===== src/rtl/pipe_feeder.sv =====
// pipe_feeder: command FIFO that issues entries to a credit-controlled pipeline
module pipe_feeder #(
    parameter int DEPTH   = 4,
    parameter int CREDITS = 4
) (
    input  logic                     clk,
    input  logic                     rst_n,
    input  logic                     s_valid,
    output logic                     s_ready,
    input  logic [1:0]               s_data,
    input  logic                     s_action,
    output logic                     pipe_vld,
    output logic [1:0]               pipe_data,
    output logic                     pipe_action,
    input  logic                     credit_ret,
    output logic [$clog2(DEPTH):0]   fifo_cnt,
    output logic [2:0]               credit_cnt,
    output logic [1:0]               state,
    output logic                     cred_err
);
    localparam int AW = $clog2(DEPTH);
    localparam int CW = AW + 1;
    localparam logic [CW-1:0] FULL = CW'(DEPTH);
    localparam logic [2:0] CRED_MAX = 3'(CREDITS);

    typedef enum logic [1:0] {EMPTY = 2'd0, ISSUE = 2'd1, STALL = 2'd2} state_t;

    state_t         r_state, w_state_nxt;
    logic [2:0]     r_mem [DEPTH];
    logic [AW-1:0]  r_wp, r_rp;
    logic [CW-1:0]  r_cnt, w_cnt_nxt;
    logic [2:0]     r_cred, w_cred_nxt;
    logic           r_err, w_err_nxt;
    logic           r_vld, r_act;
    logic [1:0]     r_data;
    logic           w_push, w_issue;

    // Full FIFO refuses input even when a pop happens in the same cycle
    assign s_ready = rst_n && (r_cnt < FULL);
    assign w_push  = s_valid && s_ready;
    assign w_issue = (r_cnt != '0) && (r_cred != '0);

    // Next occupancy, credit count, overflow flag and FSM state
    always_comb begin
        w_cnt_nxt  = r_cnt + CW'(w_push) - CW'(w_issue);
        w_cred_nxt = r_cred;
        w_err_nxt  = r_err;
        if (credit_ret && !w_issue) begin
            if (r_cred == CRED_MAX)
                w_err_nxt = 1'b1;
            else
                w_cred_nxt = r_cred + 3'd1;
        end else if (w_issue && !credit_ret) begin
            w_cred_nxt = r_cred - 3'd1;
        end
        w_state_nxt = (w_cnt_nxt == '0) ? EMPTY : (w_cred_nxt == '0) ? STALL : ISSUE;
    end

    // FSM state register
    always_ff @(posedge clk) begin
        if (!rst_n)
            r_state <= EMPTY;
        else
            r_state <= w_state_nxt;
    end

    // Entry storage; s_ready is low during reset so nothing is written then
    always_ff @(posedge clk) begin
        if (w_push)
            r_mem[r_wp] <= {s_action, s_data};
    end

    // Pointers, counters and the registered pipeline interface
    always_ff @(posedge clk) begin
        if (!rst_n) begin
            r_wp   <= '0;
            r_rp   <= '0;
            r_cnt  <= '0;
            r_cred <= CRED_MAX;
            r_err  <= 1'b0;
            r_vld  <= 1'b0;
            r_data <= '0;
            r_act  <= 1'b0;
        end else begin
            r_cnt  <= w_cnt_nxt;
            r_cred <= w_cred_nxt;
            r_err  <= w_err_nxt;
            r_vld  <= w_issue;
            if (w_push)
                r_wp <= r_wp + AW'(1);
            if (w_issue) begin
                r_rp            <= r_rp + AW'(1);
                {r_act, r_data} <= r_mem[r_rp];
            end
        end
    end

    assign pipe_vld    = r_vld;
    assign pipe_data   = r_data;
    assign pipe_action = r_act;
    assign fifo_cnt    = r_cnt;
    assign credit_cnt  = r_cred;
    assign state       = r_state;
    assign cred_err    = r_err;
endmodule

===== config.mk =====
export PLATFORM = sky130hd
export DESIGN_NAME = pipe_feeder
export DESIGN_NICKNAME = d
export VERILOG_FILES = /design/src/rtl/pipe_feeder.sv
export SDC_FILE = /design/constraint.sdc
export NUM_CORES = 1
export LEC_CHECK = 0
export CAP_MARGIN = 5
export CORE_MARGIN = 2
export CORE_UTILIZATION = 40
export CTS_CLUSTER_SIZE = 16
export DETAILED_ROUTE_END_ITERATION = 7
export SYNTH_ARGS = -nofsm -noshare
export SYNTH_HDL_FRONTEND = slang
export SYNTH_SLANG_ARGS = --single-unit

===== constraint.sdc =====
create_clock -name clk -period 3.3 [get_ports clk]
set_input_delay 0.66 -clock clk [delete_from_list [all_inputs] [get_ports clk]]
set_output_delay 0.66 -clock clk [all_outputs]
set_load 0.02 [all_outputs]

== Yosys cells after proc, flatten, opt, wreduce, memory -nomap -nowiden ==
Memory sizes are Yosys's and may differ from the RTL's. A register that Yosys moved wholly into a read port is not among the register bits.
Index checks and enable logic that the tools add are counted.
W data, S select, Z words.

* Register bits: 14
* Memory bits (writable): 12
* Input port bits: 7
* Output and inout port bits: 14
* Logic and storage cells: 37
* Memories: 1

{| class="wikitable"
|+ Memory list
! memory !! depth !! bits a word !! read ports !! clocked after Yosys merged registers in !! write ports !! RTL line !! RTL
|-
| r_mem || 4 || 3 || 1 || 1 || 1 || 29 || <nowiki>logic [2:0] r_mem [DEPTH];</nowiki>
|}

* $add $sub $neg: 6
* $lt $le $gt $ge: 1
* Equal/unequal tests: 1
* Mux-type cells: 6
* Bitwise gates (word level): 1
* Reduce and logical (&&, ||, !) cells: 14

{| class="wikitable"
|+ Operator list
! operator !! number
|-
| $mux W3 || 3
|-
| $logic_not A3 Y1 || 2
|-
| $reduce_bool A3 Y1 || 2
|-
| $logic_and A1 B1 Y1 || 5
|-
| $add A2 B1 Y2 const B || 2
|-
| $add A3 B1 Y3 || 1
|-
| $add A3 B1 Y3 const B || 1
|-
| $eq A3 B3 Y1 const B || 1
|-
| $logic_not A1 Y1 || 3
|-
| $lt A3 B3 Y1 const B || 1
|-
| $sub A3 B1 Y3 || 1
|-
| $sub A3 B1 Y3 const B || 1
|-
| $mux W1 || 2
|-
| $mux W2 || 1
|-
| $reduce_and A2 Y1 || 1
|-
| $reduce_or A2 Y1 || 1
|-
| $not A1 Y1 || 1
|}

== Logic depth before layout (Yosys ltp) ==
* Word-level depth: 7
* Depth in mapped cells: 13
* Gate-level depth less buffers: 13

== Worst setup path before layout ==
Ideal clock, no wire load.

* Path type: in2reg
* Start: input rst_n
* End: register r_state[0] (netlist: state[0])
* Setup time: 0.122 ns
* Arrival time: 2.962 ns
* Data required time: 3.178 ns
* Slack: 0.217 ns
* Stages on the path: 11
* Buffers on the path: 0
* Path through: nor2b_1 and2_1 inv_1 ha_1 inv_1 ha_1 fa_1 xnor2_1 xnor2_1 or3_1 o311a_1

* Word-level cells in the longest chain between the ends: 6
* Elaborated cells between the ends (all ways): 7
* Those cells by class: add/sub: 2; bitwise: 1; reduce/logical: 4

{| class="wikitable"
|+ RTL lines
! item !! RTL line !! RTL
|-
| start: declaration || 7 || <nowiki>input logic rst_n,</nowiki>
|-
| $logic_and A1 B1 Y1 || 39 || <nowiki>assign s_ready = rst_n && (r_cnt < FULL);</nowiki>
|-
| $logic_and A1 B1 Y1 || 40 || <nowiki>assign w_push = s_valid && s_ready;</nowiki>
|-
| $add A3 B1 Y3 || 45 || <nowiki>w_cnt_nxt = r_cnt + CW'(w_push) - CW'(w_issue);</nowiki>
|-
| $sub A3 B1 Y3 || 45 ||
|-
| $logic_not A3 Y1 || 56 || <nowiki>w_state_nxt = (w_cnt_nxt == '0) ? EMPTY : (w_cred_nxt == '0) ? STALL : ISSUE;</nowiki>
|-
| $reduce_or A2 Y1 (no line) (*) || n/a ||
|-
| end signal: assignment || 64 || <nowiki>r_state <= w_state_nxt;</nowiki>
|-
| end: declaration || 28 || <nowiki>state_t r_state, w_state_nxt;</nowiki>
|}

Mark *: on every way between the ends. The rest lies on a longest branch, timed or not.
A chain may end at the register's enable or synchronous reset.

== Final worst setup path ==
* Start: input rst_n
* End: register r_state[1] (netlist: state[1])

Same word-level chain as after synthesis.

==> summary.md <==
| Metric | Value |
|---|---|
| Fin. Hold Viols | 0 |
| Pwr dens | 913 nW/um2 |
| Num CTS Buffers | 5 |
| Run status | finished clean |
| Worst Hold Depth | 2 |
| Max VDD drop | 439 uV |
| Finished Layout Cells | 189 |
| ANT cells | 0 |
| Overflow after GRT | 0 |
| Netlist cell types | 32 |
| Final period util | 87.4% |
| Post-CTS Repair Setup Buffers | 0 |
| Worst slew pin tran | 551 ps |
| Initial antenna violation count | 0 |
| Flop-to-flop setup slack | 470 ps |
| Layout Nets | 159 |
| Vias in the first global route | 873 |
| Crit path DAT | 3080 ps |
| Global placement routability congestion | 0.752 |
| Post-Place Cells | 181 |
| DR WL/cell | 12.7 um |
| Worst r2r src | credit_cnt[1] |
| Clock Path Buffers | 2 |
| Minimum clock period after layout | 2880 ps |
| CTS tree | done |
| Post-synth EDFFs | 12 |
| Global-route usage over all layers | 13.7% |
| Critical Path End Type | flip-flop |
| FF+latch count, synth | 29 |
| Total clock sinks | 29 |
| Vias | 926 |
| CTS root buf | clkbuf_4 |
| Async S/R FF share, synth | 0% |
| H-tree levels | 2 |
| Worst slew margin | 62.8% |
| MaxCap Viol Count | 0 |
| IO Port Bufs | 20 |
| WS Path Type | in2reg |
| First-pass iteration count of the detailed router | 4 |
| Worst Hold Class | reg2reg |
| Mean area per synthesized cell | 11.9 um2 |
| Crit-path max FO | 2 |
| Setup tns final | 0 ps |
| Fmax | 347 MHz |
| Vias per cell | 4.90 |
| Clk_lat worst skew | 320 ps |
| Reg2reg end | state[1] |
| Post-DP HPWL | 1.73 mm |
| Synth Flop Type | dfxtp_1 |
| Post-Route Utilization | 51.9% |
| Core area | 3280 um2 |
| Largest net degree at the start of global routing | 18 |
| Routed Antenna Nets | 0 |
| Slew Viols, Final | 0 |
| Ys Warns | 0 |
| Sequential fraction of the synthesis area | 51.8% |
| Post-CTS sizing | 0 |
| Syn Nets | 131 |
| Mapped Cells | 114 |
| Ports | 21 |
| Fillcell total | 299 |
| Initial DRC count | 44 |
| Unrepaired setup endpoints after global routing | no |
| Hold endpoint | cred_err |
| Final wirelength | 2.40 mm |
| Clock Skew | 6.09 ps |
| Worst path cell trace | clkdlybuf4s50_1, nor2b_1, and2_1, inv_1, ha_1, inv_1, ha_1, fa_1, xnor2_1, xnor2_1, or3_1, nand2_1, nor4b_1 |
| Die X | 62.2 um |
| Layout cells sized above 1 | 11.2% |
| Cts hold-fix bufs | 0 |
| Hold Startpoint | cred_err |
| First-pass GRT wire length | 4.00 mm |
| Slowest stage delay, CP | 470 ps |
| Crit-path slowest cell | clkdlybuf4s50_1 |
| Site Rows | 21 |
| Post-Syn Area | 1350 um2 |
| Worst-path clk slew | 90 ps |
| Leak | 0.663 nW |
| DIE HEIGHT | 62.2 um |
| Final Setup Violations | 0 |
| Initial core utilization | 41.2% |
| Die area | 3870 um2 |
| Required time of the worst setup path | 3500 ps |
| Area growth from synthesis to layout | 25.9% |
| Crit start category | input port |
| R2R depth | 13 |
| # DRC | 0 |
[layout make-up]
class | instances | area, um2 | share of cell area (%)
sequential | 29 | 701 | 41.1
clock buffer | 6 | 41.3 | 2.42
inverter | 9 | 33.8 | 1.98
clock inverter | 2 | 33.8 | 1.98
multi-input combinational | 73 | 607 | 35.6
tap | 46 | 57.6 | 3.38
timing repair buffer | 24 | 230 | 13.5
[through the flow]
step	power [mW]	hold WS, ps	cell area [um2]	worst slack, ps
finish	1.56	508	1700	417
global route	1.67	552	1700	260
CTS	1.57	517	1700	421
detailed placement	1.29	496	1630	64.4
global placement	1.27	475	1630	128
floorplan	1.04	469	1350	217
[cells in the final DEF (no fill, tap or decap), drive strengths merged, types with 2 or more instances in the layout]
cell | Yosys | final
mux2i | 3 | 3
o21ai | 5 | 5
inv | 9 | 9
mux4 | 3 | 3
nor3 | 2 | 2
nand3 | 2 | 2
dfxtp | 17 | 17
a41oi | 2 | 2
nand2 | 8 | 8
and2 | 10 | 10
o211ai | 2 | 2
nor2b | 6 | 6
xnor2 | 5 | 5
buf | 1 | 4
clkdlybuf4s50 | 0 | 20
ha | 9 | 9
and3 | 4 | 4
clkbuf | 2 | 6
edfxtp | 12 | 12
[sequential cells by signal, summed over array words and instances (netlist names)]
name / flops
fifo_cnt: 3
credit_cnt: 3
r_rp: 2
state: 2
cred_err: 1
r_wp: 2
pipe_action: 1
pipe_vld: 1
r_mem: 12
pipe_data: 2
[kinds of logic after synthesis]
| logic type | share of synthesized area (%) |
|---|---|
| buffers and inverters | 3.42 |
| adder cells (fa/ha/maj) | 9.80 |
| flip-flops | 51.8 |
| AND/OR/NAND/NOR | 16.0 |
| XOR/XNOR | 3.88 |
| multiplexers | 7.21 |
| AO/OA/AOI/OAI | 7.95 |
[where the power goes]
group / switching [mW] / leakage (nW) / total, mW / internal (mW)
clock: 0.114 / 0.0399 / 0.272 / 0.158
combinational: 0.374 / 0.374 / 0.750 / 0.376
sequential: 0.0745 / 0.249 / 0.534 / 0.460
[worst max path at each step]
stage	startpoint	end	cells after the start	slack (ps)
global placement	rst_n	state[1]	13	130
floorplan	rst_n	state[0]	11	220
detailed placement	rst_n	state[1]	13	60
CTS	rst_n	state[1]	13	420
global route	credit_cnt[1]	state[1]	13	260
finish	rst_n	state[1]	13	420
[per-layer routing]
metal	wire (um)	global-route usage (%)	up-vias
met5	0	0	-
li1	-	-	458
met1	1080	17.1	441
met3	137	5.98	6
met4	58	5.83	0
met2	1120	20.8	21
[worst max-delay path: cells and delay by family]
kind | cells | cell delay [ps]
adder cells (fa/ha/maj) | 3 | 840
buffers and inverters | 3 | 560
XOR/XNOR | 2 | 280
AND/OR/NAND/NOR | 5 | 760
[cell usage after synthesis, types with 3 or more instances]
library cell | instances | area (um2)
dfxtp_1 | 17 | 340
o21ai_0 | 5 | 25.0
nand2_1 | 8 | 30.0
xnor2_1 | 5 | 43.8
ha_1 | 9 | 113
edfxtp_1 | 12 | 360
and3_1 | 4 | 25.0
nor2b_1 | 6 | 37.5
mux2i_1 | 3 | 30.0
mux4_2 | 3 | 67.6
and2_1 | 9 | 56.3
inv_1 | 9 | 33.8
Note: power is estimated with default switching activity, not from simulation.
